## src/rtl/piano_pkg.sv

```systemverilog
// rtl/piano_pkg.sv - shared constants for the 8-key piano front end and tone mixer
package piano_pkg;

    localparam int NUM_KEYS = 8;
    localparam int CLK_HZ   = 12000000;

    localparam logic KEY_RELEASED = 1'b1;

    // Half-period divisors (CLK_HZ / (2 * f_note)) for C4..C5, one per key.
    localparam int unsigned NOTE_HALF_PERIOD [NUM_KEYS] = '{
        22933,  // C4 261.63 Hz
        20432,  // D4 293.66 Hz
        18202,  // E4 329.63 Hz
        17181,  // F4 349.23 Hz
        15306,  // G4 392.00 Hz
        13636,  // A4 440.00 Hz
        12149,  // B4 493.88 Hz
        11467   // C5 523.25 Hz
    };

    function automatic int unsigned note_half_period(input int key_idx);
        return NOTE_HALF_PERIOD[key_idx];
    endfunction

endpackage

```

## src/rtl/key_debounce_cell.sv

```systemverilog
// rtl/key_debounce_cell.sv - per-key synchroniser, tick-sampled integrator and pulse logic
// Optional sustain behaviour selected by KEY_LATCH_MODE_EN.
module key_debounce_cell
    import piano_pkg::*;
#(
    parameter int STABLE_SAMPLES = 8
) (
    input  logic CLK_IN,
    input  logic RST_N,
    input  logic tick,
    input  logic sw_raw,
    output logic sw_clean,
    output logic press_pulse,
    output logic release_pulse
);

    localparam int             CW       = $clog2(STABLE_SAMPLES + 1);
    localparam logic [CW-1:0]  CNT_LAST = CW'(STABLE_SAMPLES - 1);

    logic          sync_q1;
    logic          sync_q2;
    logic          level_q;
    logic [CW-1:0] cnt_q;
    logic          accept;

    // Accepting edge: the last of STABLE_SAMPLES consecutive differing ticks.
    assign accept = tick && (sync_q2 != level_q) && (cnt_q == CNT_LAST);

    always_ff @(posedge CLK_IN or negedge RST_N) begin
        if (!RST_N) begin
            sync_q1       <= KEY_RELEASED;
            sync_q2       <= KEY_RELEASED;
            level_q       <= KEY_RELEASED;
            cnt_q         <= '0;
            press_pulse   <= 1'b0;
            release_pulse <= 1'b0;
        end else begin
            sync_q1       <= sw_raw;
            sync_q2       <= sync_q1;
            press_pulse   <= accept && !sync_q2;
            release_pulse <= accept && sync_q2;
            if (tick) begin
                if (sync_q2 == level_q) begin
                    cnt_q <= '0;
                end else if (cnt_q == CNT_LAST) begin
                    level_q <= sync_q2;
                    cnt_q   <= '0;
                end else begin
                    cnt_q <= cnt_q + 1'b1;
                end
            end
        end
    end

`ifdef KEY_LATCH_MODE_EN
    logic latch_q;

    // Sustain: each debounced press flips the output; releases leave it alone.
    always_ff @(posedge CLK_IN or negedge RST_N) begin
        if (!RST_N) begin
            latch_q <= KEY_RELEASED;
        end else if (accept && !sync_q2) begin
            latch_q <= ~latch_q;
        end
    end

    assign sw_clean = latch_q;
`else
    assign sw_clean = level_q;
`endif

endmodule

```

## src/rtl/key_debounce.sv

```systemverilog
// rtl/key_debounce.sv - debounces NUM_KEYS active-low key switches for the tone mixer
// Optional sustain mode via KEY_LATCH_MODE_EN (handled in key_debounce_cell).
module key_debounce
    import piano_pkg::*;
#(
    parameter int NUM_KEYS       = piano_pkg::NUM_KEYS,
    parameter int CLK_HZ         = piano_pkg::CLK_HZ,
    parameter int SAMPLE_HZ      = 1000,
    parameter int STABLE_SAMPLES = 8
) (
    input  logic                CLK_IN,
    input  logic                RST_N,
    input  logic [NUM_KEYS-1:0] SW_RAW,
    output logic [NUM_KEYS-1:0] SW_CLEAN,
    output logic [NUM_KEYS-1:0] PRESS_PULSE,
    output logic [NUM_KEYS-1:0] RELEASE_PULSE,
    output logic                ANY_KEY
);

    localparam int            DIV      = CLK_HZ / SAMPLE_HZ;
    localparam int            DW       = $clog2(DIV);
    localparam logic [DW-1:0] DIV_LAST = DW'(DIV - 1);

    logic [DW-1:0] div_q;
    logic          tick;

    assign tick = (div_q == DIV_LAST);

    // Free-running sample divider shared by every key.
    always_ff @(posedge CLK_IN or negedge RST_N) begin
        if (!RST_N) begin
            div_q <= '0;
        end else if (tick) begin
            div_q <= '0;
        end else begin
            div_q <= div_q + 1'b1;
        end
    end

    for (genvar k = 0; k < NUM_KEYS; k++) begin : g_key
        key_debounce_cell #(
            .STABLE_SAMPLES(STABLE_SAMPLES)
        ) u_cell (
            .CLK_IN       (CLK_IN),
            .RST_N        (RST_N),
            .tick         (tick),
            .sw_raw       (SW_RAW[k]),
            .sw_clean     (SW_CLEAN[k]),
            .press_pulse  (PRESS_PULSE[k]),
            .release_pulse(RELEASE_PULSE[k])
        );
    end

    always_ff @(posedge CLK_IN or negedge RST_N) begin
        if (!RST_N) begin
            ANY_KEY <= 1'b0;
        end else begin
            ANY_KEY <= ~&SW_CLEAN;
        end
    end

endmodule

```

## config.mk

```make
export PLATFORM = sky130hd
export DESIGN_NAME = key_debounce
export DESIGN_NICKNAME = d
export VERILOG_FILES = /design/src/rtl/piano_pkg.sv /design/src/rtl/key_debounce_cell.sv /design/src/rtl/key_debounce.sv
export SDC_FILE = /design/constraint.sdc
export NUM_CORES = 1
export LEC_CHECK = 0
export CORE_MARGIN = 4
export CORE_UTILIZATION = 54
export CTS_BUF_LIST = sky130_fd_sc_hd__clkbuf_4
export CTS_CLUSTER_DIAMETER = 200
export DETAILED_ROUTE_END_ITERATION = 16
export GPL_TIMING_DRIVEN = 0
export MAX_ROUTING_LAYER = met4
export PLACE_DENSITY = 0.85
export SETUP_SLACK_MARGIN = 0.1
export SLEW_MARGIN = 30
export SYNTH_ARGS = -nofsm -noshare
export SYNTH_HDL_FRONTEND = slang
export SYNTH_SLANG_ARGS = --single-unit
```

## constraint.sdc

```tcl
create_clock -name CLK_IN -period 2.2 [get_ports CLK_IN]
set_clock_uncertainty 0.15 [all_clocks]
set_input_delay 0.44 -clock CLK_IN [delete_from_list [all_inputs] [get_ports CLK_IN]]
set_output_delay 0.44 -clock CLK_IN [all_outputs]
set_load 0.1 [all_outputs]
```

==> results.json <==
{
  "clock_power_share_pct": 29.8,
  "cts_inserted_buffers": 9,
  "maxCapViolations": 0,
  "cts.sinks": 87,
  "synth_top_area_share_pct": 39.9,
  "powerDensity_mw_per_mm2": 456,
  "dp.cells": 500,
  "netlist_area_mm2": 0.00395,
  "viasPerCell": 5.69,
  "ir_drop_mv": 0.263,
  "layout_min_cycle_time_ns": 2.31,
  "ys_seq_area_share_pct": 55.8,
  "use_met2_pct": 40.7,
  "overflow": 0,
  "die_area_mm2": 0.00875,
  "crit_buf_inv": 4,
  "critical_path_peak_fanout": 5,
  "synth_warnings": 0,
  "htreeDepth": 3,
  "core_area_mm2": 0.00694,
  "max-slew-margin-rel_pct": 57.8,
  "final_cells": 548,
  "netlist_top_cells_area": "dfrtp_1 40%, dfstp_2 16%, buf_4 4.7%, nand2_1 4.7%, xnor2_1 3.1%",
  "drt_first_pass_iters": 4,
  "reg2reg_depth": 9,
  "grt_util_met1_pct": 24.1,
  "grt_most_used_layer": "met2",
  "synthCells": 369,
  "grt_antenna_before_repair": 0,
  "critPathTopFamily": "simple AND/OR/NAND/NOR gates",
  "rsz0062_at_grt": "true",
  "p_seq_share_pct": 66.8,
  "worstReg2RegEnd": "g_key[7].u_cell.cnt_q[3]",
  "place_area_mm2": 0.00444,
  "drt_iter0_markers": 204,
  "cts_tree": "yes",
  "timing.critical_path.to_type": "flop",
  "drive_above_1_share_pct": 47.3,
  "rr_startpoint": "div_q[1]",
  "grt_pass1_vias": 3175,
  "clock.fmax_ghz": 0.434,
  "leakage_nw": 2.38,
  "syn_nets": 388,
  "clk_pin_slew_ns": 0.13,
  "grt_first_pass_wirelength_um": 15000,
  "synth-seq-cells": 87,
  "area_delta_synth_final_pct": 36.7,
  "clockBufferDepth": 2,
  "worstPathRequired_ns": 2.38,
  "num_antenna_cells": 0,
  "fp.dieW_um": 93.6,
  "hp-class": "flop to flop",
  "vias": 3116,
  "cp_common_cell": "buf_8",
  "crit_type": "flop to flop",
  "startpoint": "div_q[1]",
  "setup_viol": 34,
  "max_stage_delay_ns": 0.55,
  "violations": "setup timing",
  "synth_area_per_cell_um2": 10.7,
  "intPower_mw": 1.87,
  "routedWlPerCell_um": 18.7,
  "combPwrFrac_pct": 3.4,
  "clockRootBuffer": "clkbuf_4",
  "start_kind": "flop",
  "yosysTopAreaCell": "dfrtp_1",
  "wirelength_um": 10300,
  "synth_cell_types": 36,
  "start_util_pct": 56.9,
  "ant_nets": 0,
  "hold_violations": 0,
  "power_mw": 2.46,
  "drc_errors": 0,
  "outcome": "complete, but fails checks",
  "final_area_mm2": 0.00540,
  "grt_start_max_net_pins": 46,
  "io_buffers": 34,
  "boundaryPins": 35,
  "gp_congestion": 0.857,
  "worst_slack_ns": -0.106,
  "crit_chain": "ha_4 > nand4_1 > buf_6 > or4_4 > buf_8 > buf_12 > buf_8 > o21ai_2 > o21ai_1",
  "nets": 466,
  "crit_cells": 9,
  "post-route-period-util_pct": 105,
  "final_max_slew_viol_count": 0,
  "p_sw_uw": 590,
  "crit_end": "g_key[7].u_cell.cnt_q[3]",
  "swShare_pct": 24.0,
  "core.rowCount": 30,
  "critPathSlowestCell": "or4_4",
  "clk_latency_ns": 0.44,
  "grtUsageTotal_pct": 22.9,
  "die_height_um": 93.6,
  "worst_pin_slew_ns": 0.628,
  "arrival_ns": 2.49,
  "r2r_setup_slack_ns": -0.11,
  "use_met3_pct": 6.76,
  "hpwl_um": 5100
}
## metal layers
metal / vias to the layer above / share of wire (%)
li1: 1419 / -
met3: 49 / 5.1
met1: 1548 / 36
met4: 0 / 4.6
met2: 100 / 55
met5: - / 0
## cells by family after synthesis
logic type      Yosys count  share of synthesized area (%)
compound gates           60                           8.55
xor+xnor                 25                           5.54
fa+ha+maj                 9                           2.85
buf+inv                  35                           6.17
flops                    87                           55.8
mux                       9                           2.53
simple gates            144                           18.5
## worst min-delay path by stage
stage | from | to | slack [ns] | depth (start not counted)
finish | g_key[2].u_cell.sync_q1 | g_key[2].u_cell.sync_q2 | 0.20 | 0
global route | g_key[2].u_cell.sync_q1 | g_key[2].u_cell.sync_q2 | 0.21 | 0
CTS | g_key[1].u_cell.sync_q1 | g_key[1].u_cell.sync_q2 | 0.21 | 0
detailed placement | g_key[4].u_cell.sync_q1 | g_key[4].u_cell.sync_q2 | 0.20 | 0
global placement | g_key[5].u_cell.sync_q1 | g_key[5].u_cell.sync_q2 | 0.20 | 0
floorplan | RST_N | ANY_KEY | -0.006 | 0
## worst reg2reg max path: stages, from the launching register on
cell	delay [ns]
dfrtp_1	0.45
ha_4	0.17
nand4_1	0.10
buf_6	0.16
or4_4	0.55
buf_8	0.16
buf_12	0.13
buf_8	0.13
o21ai_2	0.11
o21ai_1	0.08
## stage by stage
stage,setup slack [ns],utilization [%],setup TNS (ns),hold WS [ns]
2_1_floorplan,0.0940,-,0,-0.00559
3_5_place_dp,-0.432,63.9,-16.65,0.197
4_1_cts,-0.0687,72.0,-0.476,0.213
5_1_grt,-0.160,77.8,-2.89,0.215
6_report,-0.106,77.8,-1.32,0.202
3_3_place_gp,-2.44,63.6,-201.09,0.196
## cell type report
class                           instances  area, um2
Buffer                                 30        275
Clock buffer                            9       67.6
Clock inverter                          7       30.0
Fill cell                             361       1540
Inverter                                5       18.8
Multi-Input combinational cell        247       1930
Sequential cell                        87       2210
Tap cell                               96        120
Timing Repair Buffer                   67        757
## placed cells by master (no fill, tap or decap), types with 17 or more instances in the layout
cell type | netlist | routed
nand2_1 | 49 | 18
buf_6 | 2 | 18
o21ai_1 | 24 | 18
nand2_2 | 0 | 19
clkdlybuf4s15_2 | 0 | 17
nor2_1 | 31 | 25
o21ai_2 | 0 | 21
dfrtp_1 | 63 | 63
dfstp_2 | 24 | 24
buf_4 | 25 | 40
## power by group through the flow
| stage | logic, mW | clock network [mW] | registers [mW] |
|---|---|---|---|
| floorplan | 0.0216 | 0 | 1.67 |
| finish | 0.0846 | 0.734 | 1.64 |
| global placement | 0.0702 | 0 | 1.67 |
| CTS | 0.0811 | 0.745 | 1.64 |
| detailed placement | 0.0768 | 0 | 1.67 |
| global route | 0.0953 | 0.806 | 1.65 |
## cell usage after synthesis
master	instances
nand2_1	49
or4b_4	1
buf_6	2
dfrtp_1	63
nor4_1	3
buf_2	3
nand4_1	14
buf_4	25
a21oi_1	1
or3_1	1
mux2_2	5
mux2i_1	1
nand3_1	14
nor3_1	1
o211ai_1	1
mux2_1	3
nand2b_1	8
dfstp_2	24
nor4_2	1
o21ai_1	24
inv_1	5
and2_1	1
nor4_4	1
a31o_2	1
and3_1	1
or4_1	1
or2_2	1
nor2_1	31
a211o_1	1
o21bai_1	7
ha_1	9
xor2_1	11
nor3b_1	16
o21ai_0	17
a31oi_1	8
xnor2_1	14
## sequential cells by signal, indices dropped and copies added, names as in the netlist
signal and count:
g_key.u_cell.release_pulse 8, g_key.u_cell.sync_q1 8, g_key.u_cell.cnt_q 32, div_q 14, g_key.u_cell.sync_q2 8, g_key.u_cell.sw_clean 8, g_key.u_cell.press_pulse 8, ANY_KEY 1
## repair_timing
item	4_1_cts	5_1_grt
pin swaps	21	19
resized for setup	179	75
hold buffers	1	0
endpoints found under the hold margin	30	0
endpoints found under the setup margin	91	72
gates cloned	4	1
buffers inserted	16	10
(Power assumes the default switching activity.)
